`src/rtl/regfile_pkg.sv`:
```
// Shared constants and types for the 8 x 16-bit register file.
// r0 is architectural zero; r3 carries the function return value.
package regfile_pkg;

  localparam int DATA_W   = 16;
  localparam int NUM_REGS = 8;
  localparam int ADDR_W   = 3;
  localparam int RET_REG  = 3;

  typedef logic [DATA_W-1:0] word_t;

endpackage : regfile_pkg

```
`src/rtl/regfile_rdport.sv`:
```
// One registered read port with write-first bypass; 1-cycle latency, no backpressure.
// Address 0 reads zero because regs_i[0] is tied low and writes to r0 never bypass.
module regfile_rdport
  import regfile_pkg::*;
(
  input  logic                             clk,
  input  logic                             rst_n,
  input  logic [ADDR_W-1:0]                raddr_i,
  input  logic [NUM_REGS-1:0][DATA_W-1:0]  regs_i,
  input  logic                             we_i,
  input  logic [ADDR_W-1:0]                waddr_i,
  input  logic [DATA_W-1:0]                wdata_i,
  output logic [DATA_W-1:0]                rdata_o
);

  word_t rdata_d;
  word_t rdata_q;
  logic  bypass;

  assign bypass = we_i && (waddr_i != '0) && (waddr_i == raddr_i);

  always_comb begin
    rdata_d = regs_i[raddr_i];
    if (bypass) begin
      rdata_d = wdata_i;
    end
  end

  always_ff @(posedge clk or negedge rst_n) begin
    if (!rst_n) begin
      rdata_q <= '0;
    end else begin
      rdata_q <= rdata_d;
    end
  end

  assign rdata_o = rdata_q;

endmodule : regfile_rdport

```
`src/rtl/regfile.sv`:
```
// Two-read / one-write register file, r1..r7 in flops, r0 hardwired to zero.
// Reads land one cycle after the address (write-first bypass); no backpressure.
module regfile
  import regfile_pkg::*;
(
  input  logic              clk,
  input  logic [ADDR_W-1:0] raddr_1,
  output logic [DATA_W-1:0] rdata_1,
  input  logic [ADDR_W-1:0] raddr_2,
  output logic [DATA_W-1:0] rdata_2,
  input  logic              we,
  input  logic [ADDR_W-1:0] waddr,
  input  logic [DATA_W-1:0] wdata,
  output logic [DATA_W-1:0] ret_val,
  input  logic              rst_n
);

  word_t regs_q [1:NUM_REGS-1];
  word_t regs_d [1:NUM_REGS-1];
  logic [NUM_REGS-1:0][DATA_W-1:0] regs_view;

  // Loop starts at 1, so a write aimed at r0 matches nothing and is dropped.
  always_comb begin
    for (int i = 1; i < NUM_REGS; i++) begin
      regs_d[i] = regs_q[i];
      if (we && (waddr == ADDR_W'(i))) begin
        regs_d[i] = wdata;
      end
    end
  end

  always_ff @(posedge clk or negedge rst_n) begin
    if (!rst_n) begin
      for (int i = 1; i < NUM_REGS; i++) begin
        regs_q[i] <= '0;
      end
    end else begin
      for (int i = 1; i < NUM_REGS; i++) begin
        regs_q[i] <= regs_d[i];
      end
    end
  end

  always_comb begin
    regs_view = '0;
    for (int i = 1; i < NUM_REGS; i++) begin
      regs_view[i] = regs_q[i];
    end
  end

  regfile_rdport u_rdport_1 (
    .clk     (clk),
    .rst_n   (rst_n),
    .raddr_i (raddr_1),
    .regs_i  (regs_view),
    .we_i    (we),
    .waddr_i (waddr),
    .wdata_i (wdata),
    .rdata_o (rdata_1)
  );

  regfile_rdport u_rdport_2 (
    .clk     (clk),
    .rst_n   (rst_n),
    .raddr_i (raddr_2),
    .regs_i  (regs_view),
    .we_i    (we),
    .waddr_i (waddr),
    .wdata_i (wdata),
    .rdata_o (rdata_2)
  );

  // Stored value only: a write to r3 shows up here after the edge, never bypassed.
  assign ret_val = regs_q[RET_REG];

endmodule : regfile

```
`config.mk`:
```
export PLATFORM = sky130hd
export DESIGN_NAME = regfile
export DESIGN_NICKNAME = d
export VERILOG_FILES = /design/src/rtl/regfile_pkg.sv /design/src/rtl/regfile_rdport.sv /design/src/rtl/regfile.sv
export SDC_FILE = /design/constraint.sdc
export NUM_CORES = 1
export LEC_CHECK = 0
export CAP_MARGIN = 10
export CORE_ASPECT_RATIO = 0.5
export CORE_MARGIN = 2
export CORE_UTILIZATION = 50
export DETAILED_ROUTE_END_ITERATION = 10
export PLACE_DENSITY = 0.72
export SLEW_MARGIN = 20
export SYNTH_ARGS = -nofsm -noshare
export SYNTH_HDL_FRONTEND = slang
export SYNTH_SLANG_ARGS = --single-unit
export TNS_END_PERCENT = 1
```
`constraint.sdc`:
```
create_clock -name clk -period 1.69 [get_ports clk]
set_clock_uncertainty 0.15 [all_clocks]
set_input_delay 0.507 -clock clk [delete_from_list [all_inputs] [get_ports clk]]
set_output_delay 0.507 -clock clk [all_outputs]
set_load 0.05 [all_outputs]
```
# Word-level counts from Yosys, hierarchy flattened
# Index checks and enable logic that the tools add are counted.
dict set report classes {
  magnitude_cmp 2
  eq_ne 9
  muxes 6
  reduce_logical 11
}
# cell count
set ops {}
lappend ops {{16-bit binary-select mux with 3-bit select} 2}
lappend ops {{16-bit two-way mux} 4}
lappend ops {{3-bit equality test, second input constant} 4}
lappend ops {{1-bit logical AND} 10}
lappend ops {{3-bit by 4-bit less-than comparator with 1-bit output, second input constant} 2}
lappend ops {{3-bit by 2-bit equality test with 1-bit output, second input constant} 2}
lappend ops {{3-bit equality test} 2}
lappend ops {{3-bit by 1-bit equality test with 1-bit output, second input constant} 1}
lappend ops {{3-bit nonzero test} 1}
dict set report totals {
  reg_bits 144
  input_bits 28
  output_inout_bits 48
  elab_cells 37
}

# Depth between registers and ports, before layout
# Gate-level depths: netlist of the first run.
dict set report logic_depth {
  word_depth 4
  ltp_mapped 7
  ltp_nobuf 4
}

# Hierarchy
# From an unflattened synthesis of the first run, not the netlist that was laid out.
dict set report hier_totals {
  hier_cells 456
  area_unflattened_um2 8111.5
}
# mod n_inst cells_each area_per_inst_um2 seq_area_each_um2
set modules_own_cells {}
lappend modules_own_cells {regfile 1 262 4568.1 2802.7}
lappend modules_own_cells {regfile_rdport 2 97 1771.7 400.4}

# Least setup slack after synthesis of the first run
# No wires, ideal clock.
dict set report synth_timing {
  kind {input -> register}
  startpoint {input port waddr[0]}
  endpoint {register regs_q[53] (netlist bit)}
  setup_ps 125
  arrival_time_ps 1594
  required_time_ps 1415
  slack_ps -179
  path_stages 5
  n_path_buf 3
  cell_sequence {buf_4 > nor4bb_1 > buf_2 > buf_6 > mux2_2}
}
dict set report synth_between {
  elab_chain_cells 2
}
# element line
set synth_rtl {}
lappend synth_rtl {{start, declared} regfile.sv:12} ;# input logic [ADDR_W-1:0] waddr,
lappend synth_rtl {{3-bit equality test} regfile.sv:26} ;# if (we && (waddr == ADDR_W'(i))) begin
lappend synth_rtl {{1-bit logical AND} regfile.sv:26}
lappend synth_rtl {{end signal, assigned by index} regfile.sv:39} ;# regs_q[i] <= regs_d[i];
lappend synth_rtl {{end, declared} regfile.sv:18} ;# word_t regs_q [1:NUM_REGS-1];
# No other way between the ends.
# A chain may end at the register's enable or synchronous reset.

# Final worst setup path of the first run
dict set report layout_timing {
  startpoint {input port raddr_1[2]}
  endpoint {register u_rdport_1.rdata_q[13], in the netlist u_rdport_1.rdata_o[13]}
}
dict set report layout_between {
  elab_chain_cells 3
  word_cells_on_any_way 5
  classes_between {eq/ne: 1; mux: 3; reduce/logical: 1}
}
# element line
set layout_rtl {}
lappend layout_rtl {{start, declared} regfile.sv:7} ;# input logic [ADDR_W-1:0] raddr_1,
lappend layout_rtl {{16-bit binary-select mux with 3-bit select / 3-bit equality test (equally long branches)} {regfile_rdport.sv:23, regfile_rdport.sv:20}}
lappend layout_rtl {{16-bit two-way mux (not written as such) / 1-bit logical AND (equally long branches)} {regfile_rdport.sv:23, regfile_rdport.sv:20}}
lappend layout_rtl {{16-bit two-way mux (*)} regfile_rdport.sv:24} ;# if (bypass) begin
lappend layout_rtl {{net u_rdport_1.rdata_d[13]} regfile_rdport.sv:16} ;# word_t rdata_d;
lappend layout_rtl {{end signal, assigned} regfile_rdport.sv:33} ;# rdata_q <= rdata_d;
lappend layout_rtl {{end, declared} regfile_rdport.sv:17} ;# word_t rdata_q;
# Mark *: on every way through the listed nets, which the timed path passes. The rest lies on a longest branch. The select of a mux whose other input is x is not followed.

==> results of run 1 <==
==> area by class of cell <==
class                   instances  area [um^2]  area share
repair buffers                166         2410       0.230
clock inverters                10         91.3     0.00870
clock buffers                  20          447      0.0425
flip-flops and latches        144         3600       0.343
well taps                     198          248      0.0236
multi-input cells             359         3700       0.352
==> registers in the layout, indices dropped and copies added (netlist names) <==
name,flops
u_rdport_1.rdata_o,16
regs_q,96
u_rdport_2.rdata_o,16
ret_val,16
==> power by group through the flow <==
stage               combinational, mW  clock (mW)  sequential [mW]
floorplan                        2.00           0             5.14
global placement                 4.15           0             4.80
detailed placement               4.23           0             4.84
CTS                              4.42        3.51             4.82
global route                     4.69        3.69             4.93
finish                           4.49        3.50             4.86
==> layer usage <==
layer  track usage  part of all wire
met1         0.361              0.41
met2         0.439              0.50
met3        0.0505             0.063
met4         0.104             0.022
met5             0                 0
==> synthesized netlist by cell type (all sizes together), types with 2 or more instances <==
library cell and n:
a221o 16, a221oi 32, buf 59, clkbuf 6
dfrtp 144, mux2 176, mux2i 32, nand2 34
nand4b 3, nor2b 3, nor4 2, nor4bb 2
o21ai 16, o22ai 16, o31ai 17, xor2 6
==> critical path, delay by kind of cell <==
family	cells	cell delay [ns]
AOI/OAI and AO/OA	1	0.10
xor gates and xnor gates	1	0.20
buffers and inverters	3	0.70
and+or+nand+nor	2	0.42
==> how the worst min path moves through the flow <==
stage	startpoint	to	slack, ns	depth (start not counted)
after CTS	regs_q[97]	regs_q[97]	0.38	1
after global routing	regs_q[23]	regs_q[23]	0.39	1
after floorplan	rst_n	regs_q[0]	0.06	0
after global placement	rst_n	u_rdport_2.rdata_o[0]	0.27	1
after detailed placement	rst_n	u_rdport_2.rdata_o[0]	0.26	1
final	regs_q[23]	regs_q[23]	0.38	1
==> metrics by stage <==
step | area (um^2) | hold slack (ns) | instances | utilization | TNS, ns
floorplan | 7570 | 0.0614 | 568 | - | -4.93
global placement | 9460 | 0.266 | 849 | 0.652 | -75.38
detailed placement | 9460 | 0.263 | 849 | 0.652 | -80.03
CTS | 10400 | 0.379 | 889 | 0.715 | -0.808
global route | 10500 | 0.392 | 897 | 0.724 | -2.05
finish | 10500 | 0.379 | 897 | 0.724 | -1.45
==> timing repair <==
action                     CTS  global route
gates cloned                 5             1
hold endpoints to repair    25             0
gates resized for setup     65            17
setup endpoints to repair  144            55
setup buffers                4             8
hold buffers                 1             0
pin swaps                    3             1
==> logic make-up (layout without fill, tap and decap cells) <==
| family | after synthesis | after routing | share of synthesized area |
|---|---|---|---|
| AOI/OAI and AO/OA | 97 | 97 | 0.102 |
| xor gates and xnor gates | 6 | 6 | 0.00705 |
| buffers and inverters | 65 | 196 | 0.0583 |
| DFF | 144 | 144 | 0.484 |
| muxes | 208 | 208 | 0.309 |
| and+or+nand+nor | 48 | 48 | 0.0396 |
==> impl_results.md, run 1 <==
- Status: complete, but fails checks
- Violated checks: negative setup slack
- Period utilization: 1.04
- Root buf cell: clkbuf_16
- Final min period: approximately 1.8 ns
- Die area: 16000 um^2
- Diode count: 0
- Worst-skew pair later-pin latency: roughly 0.42 ns
- Peak supply drop: just under 1 mV
- Share of layout cells above drive strength 1: 0.558
- Psw: between 4 and 5 mW
- Clk slew on worst S/H paths: 0.06 ns
- Clk pwr share: 0.272
- Crit-path slowest cell: nor4_4
- Grt ovf: 0
- Routed Antenna Nets: 0
- Via-to-Cell Ratio: roughly 6.2
- Leading area contributor after synthesis: dfrtp_1
- Num rows: 31
- Pwr dens: around 1200 nW/um^2
- Syn Area/Cell: around 13 um^2
- Reg2reg path depth: 6
- CP arrival: 1.94 ns
- Number of synthesized flops with an enable pin: 0
- Reg2Reg Capture Point: u_rdport_1.rdata_o[2]
- Worst-margin pin slew: a little under 0.4 ns
- CP Max Fanout: 8
- DIE HEIGHT: around 90 um
- Area growth syn-to-layout: 40.9%
- Sequential fraction of the synthesis area: 0.484
- Global Route Usage Sum: 0.270
- Worst Setup Slack, final: -0.0700 ns
- CTS max path bufs: 2
- TritonCTS buffer count: 17
- Slew headroom: 0.734
- Setup crit start kind: primary input
- Vias: approximately 5600
- Beginning of the critical path: raddr_1[2]
- CORE AREA: roughly 15000 um^2
- Total I/O pin count: 76
- Worst EP required: around 1.9 ns
- Synth warn: 0
- Seq cells post-synth: roughly 140
- CTS tree: yes
- Int Power: around 8.7 mW
- Synth top area share: 0.484
- Share of total power in combinational logic: 0.349
- FFs w/ async S/R, synth: 1.00
- DRT Pass-1 Iters: 6
- Top cells by area, synth: dfrtp_1 (48%), mux2_2 (27%), mux2i_1 (4.3%)
- Pleak: roughly 4.5 nW
- Final hold viol count: 0
- Crit. End Element: register
- Setup violations, final: 31
- Vias in the first global route: 5798
- Pwr Total: roughly 13 mW
- Max-cap viol count: 0
- # port buffers: 75
- Fillers: 942
- Starting density of the core: 0.514
- Die X: 177 um
- Gpl congestion: approximately 0.82
- DR DRC count: 0
- CP Class: in2reg
- Sw frac: 0.323
- Antenna violations before repair: 0
- FMAX: 568 MHz
- RSZ-0062 raised after global routing: yes
- Post-Syn Nets: between 500 and 600
- Final WL: between 20 and 25 mm
- Most frequent cells in the layout: mux2_2 (153), dfrtp_1 (143), buf_12 (75)
- CTS sink cnt: 144
- DP Worst Slack: -0.746 ns
- CP cell instances: dlygate4sd2_1 -> xor2_2 -> nor4_4 -> buf_4 -> buf_12 -> nand2_2 -> o21ai_1
- R2R Setup Slk: about 0.090 ns
- Synth Instances: around 570
- Layout Nets: 716
- DRT iter0 DRCs: 545
- Hpwl dp: 13.2 mm
- Sequential power share: 0.378
- Drt wl/cell: between 20 and 25 um
- Mapped Area: 7450 um^2
- Largest net degree at the start of global routing: 34
- Htree depth: 4
- HP Class: reg2reg
- Ys flop type: dfrtp_1
- Slowest stage delay, CP: 0.36 ns
- Slew Viols, Final: 0
- First-pass GRT wire length: between 30 and 40 mm
- Synth cell types: 25
- Crit Reg-Reg Startpoint: ret_val[2]
- Most common cell after layout, fill and taps aside: mux2_2
- Worst setup path end: u_rdport_1.rdata_o[13]
No activity file was read; power rests on OpenSTA's default activity.
==> run 2: changes to the inputs <==
--- a/config.mk
+++ b/config.mk
@@ -11,6 +11,7 @@
 export CORE_UTILIZATION = 50
 export DETAILED_ROUTE_END_ITERATION = 10
 export PLACE_DENSITY = 0.72
+export SETUP_SLACK_MARGIN = 0.1
 export SLEW_MARGIN = 20
 export SYNTH_ARGS = -nofsm -noshare
 export SYNTH_HDL_FRONTEND = slang
==> run 2 against run 1 <==
Compared with the run above: the run still ends with negative setup slack left; cell count is 0.22% lower; sequential power hardly changed; worst setup slack better by 0.0078 ns; sequential share of layout area hardly changed; non-clock buffer count is 2 lower; design area is 0.18% lower; register-to-register slack worse by 0.05 ns; total power is 0.26% higher; core utilization is 0.13 points lower.
==> impl_results.md, run 2 (synthesis results as in run 1) <==
- Worst Setup Slack, final: -0.0621 ns
- Setup violations, final: 21
- Vias: 5529
- Fillers: about 950
- Post-Route Utilization: 0.722
- Slew Viols, Final: 0
- CP arrival: approximately 1.1 ns
- Share of layout cells above drive strength 1: 0.554
- Root buf cell: clkbuf_16
- CTS max path bufs: 2
- Gpl congestion: about 0.82
- Clk slew on worst S/H paths: ~0.060 ns
- Most frequent cells in the layout: mux2_2 (146), dfrtp_1 (144), buf_12 (74)
- Worst-skew pair later-pin latency: 0.42 ns
- CTS tree: yes
- CTS sink cnt: approximately 140
- Area growth syn-to-layout: 40.7%
- FMAX: between 500 and 600 MHz
- Max FFs per register: 96
- Htree depth: 4
- TritonCTS buffer count: 17
- Most common cell after layout, fill and taps aside: mux2_2
- Num rows: 31
- DIE HEIGHT: 90.3 um
- Worst-margin pin slew: roughly 0.41 ns
- Violated checks: negative setup slack
- DRT Pass-1 Iters: 5
- Largest reg by FF count: regs_q
- Pleak: 4.55 nW
- Pwr dens: about 1200 nW/um^2
- RSZ-0062 raised after global routing: yes
- CP Max Fanout: 3
- Final hold viol count: 0
- Peak supply drop: ~0.97 mV
- Die X: 177 um
- Fin cells: between 800 and 900
- DRT iter0 DRCs: ~440
- Die area: 16000 um^2
- Period utilization: 1.04
- Setup tns final: -0.882 ns
- Status: complete, but fails checks
- Largest net degree at the start of global routing: 34
- Crit. End Element: output port
- Max-cap viol count: 0
- Worst EP required: 1.03 ns
- Grt ovf: 0
- Diode count: 0
- Drt wl/cell: around 23 um
- Routed Antenna Nets: 0
- Antenna violations before repair: 0
- DR DRC count: 0
- DP Worst Slack: -0.746 ns
- Setup crit start kind: register
- Vias in the first global route: approximately 5900
- Final min period: about 1.8 ns
- # port buffers: 75
- Hpwl dp: about 13 mm
- Global Route Usage Sum: 0.270
- Slew headroom: 0.728
- Final WL: between 20 and 25 mm
- Via-to-Cell Ratio: between 6 and 7
- CORE AREA: ~15000 um^2
- HP Class: reg2reg
- Cells after DPL: between 800 and 900
- CP Class: reg2out
- Layout Nets: between 700 and 800
- First-pass GRT wire length: between 30 and 40 mm
- Starting density of the core: 0.514
- Total I/O pin count: 76
[run 2: changes by cell type in the layout (fill, tap and decap cells not counted), moves of 3 or more]
cell	previous run	this run
o21ai_2	3	0
o31ai_1	11	8
a221oi_2	14	11
mux2_4	23	30
mux2_2	153	146
a221oi_1	18	21
o21ai_1	13	16
[run 2: cell type report]
cell class / count / area (um^2) / share of cell area
Timing Repair Buffer: 164 / 2370 / 0.226
Tap cell: 198 / 248 / 0.0236
Clock inverter: 10 / 91.3 / 0.00872
Sequential cell: 144 / 3600 / 0.344
Multi-Input combinational cell: 359 / 3720 / 0.355
Clock buffer: 20 / 447 / 0.0426
[run 2: through the flow]
step	hold slack [ns]	cell area (um^2)	total power, mW
6_report	0.379	10500	12.9
5_1_grt	0.392	10500	13.3
4_1_cts	0.380	10400	12.8
3_5_place_dp	0.263	9460	9.07
3_3_place_gp	0.266	9460	8.95
2_1_floorplan	0.0614	7570	7.15
[run 2: path summary, 6_finish.rpt]
path / from / endpoint / slack, ns / depth (start not counted)
setup / recovery: ret_val[0] / ret_val[0] / -0.06 / 2
setup reg to reg: ret_val[5] / u_rdport_1.rdata_o[5] / 0.04 / 6
hold reg to reg: regs_q[23] / regs_q[23] / 0.38 / 1
min in group asynchronous: rst_n / u_rdport_2.rdata_o[0] / 0.39 / 2
hold / removal: regs_q[23] / regs_q[23] / 0.38 / 1
max in group asynchronous: rst_n / regs_q[45] / 0.49 / 3
[run 2: where the power goes]
| group | internal (mW) | leakage (nW) | total, mW | switching [mW] |
|---|---|---|---|---|
| Sequential | 4.20 | 1.73 | 4.85 | 0.648 |
| Combinational | 2.48 | 2.57 | 4.51 | 2.03 |
| Clock | 2.04 | 0.261 | 3.53 | 1.48 |
| Total | 8.72 | 4.55 | 12.9 | 4.17 |
[run 2: layer usage]
metal,track usage,share of wire,wire length [um],vias to the layer above
li1,-,-,-,2364
met1,0.356,0.41,8530,2875
met2,0.438,0.50,10300,237
met3,0.0526,0.060,1250,53
met4,0.116,0.029,608,0
met5,0,0,0,-
[run 2: what timing repair did]
item | in CTS | in global routing
setup buffers | 4 | 6
pin swaps | 4 | 2
endpoints found under the setup margin | 192 | 115
hold endpoints to repair | 25 | 0
cloned | 5 | 0
hold buffers | 1 | 0
gates resized for setup | 81 | 11
[run 2: critical path: stages (launching register included)]
cell     delay, ns
dfrtp_1       0.40
buf_6         0.13
buf_12        0.14
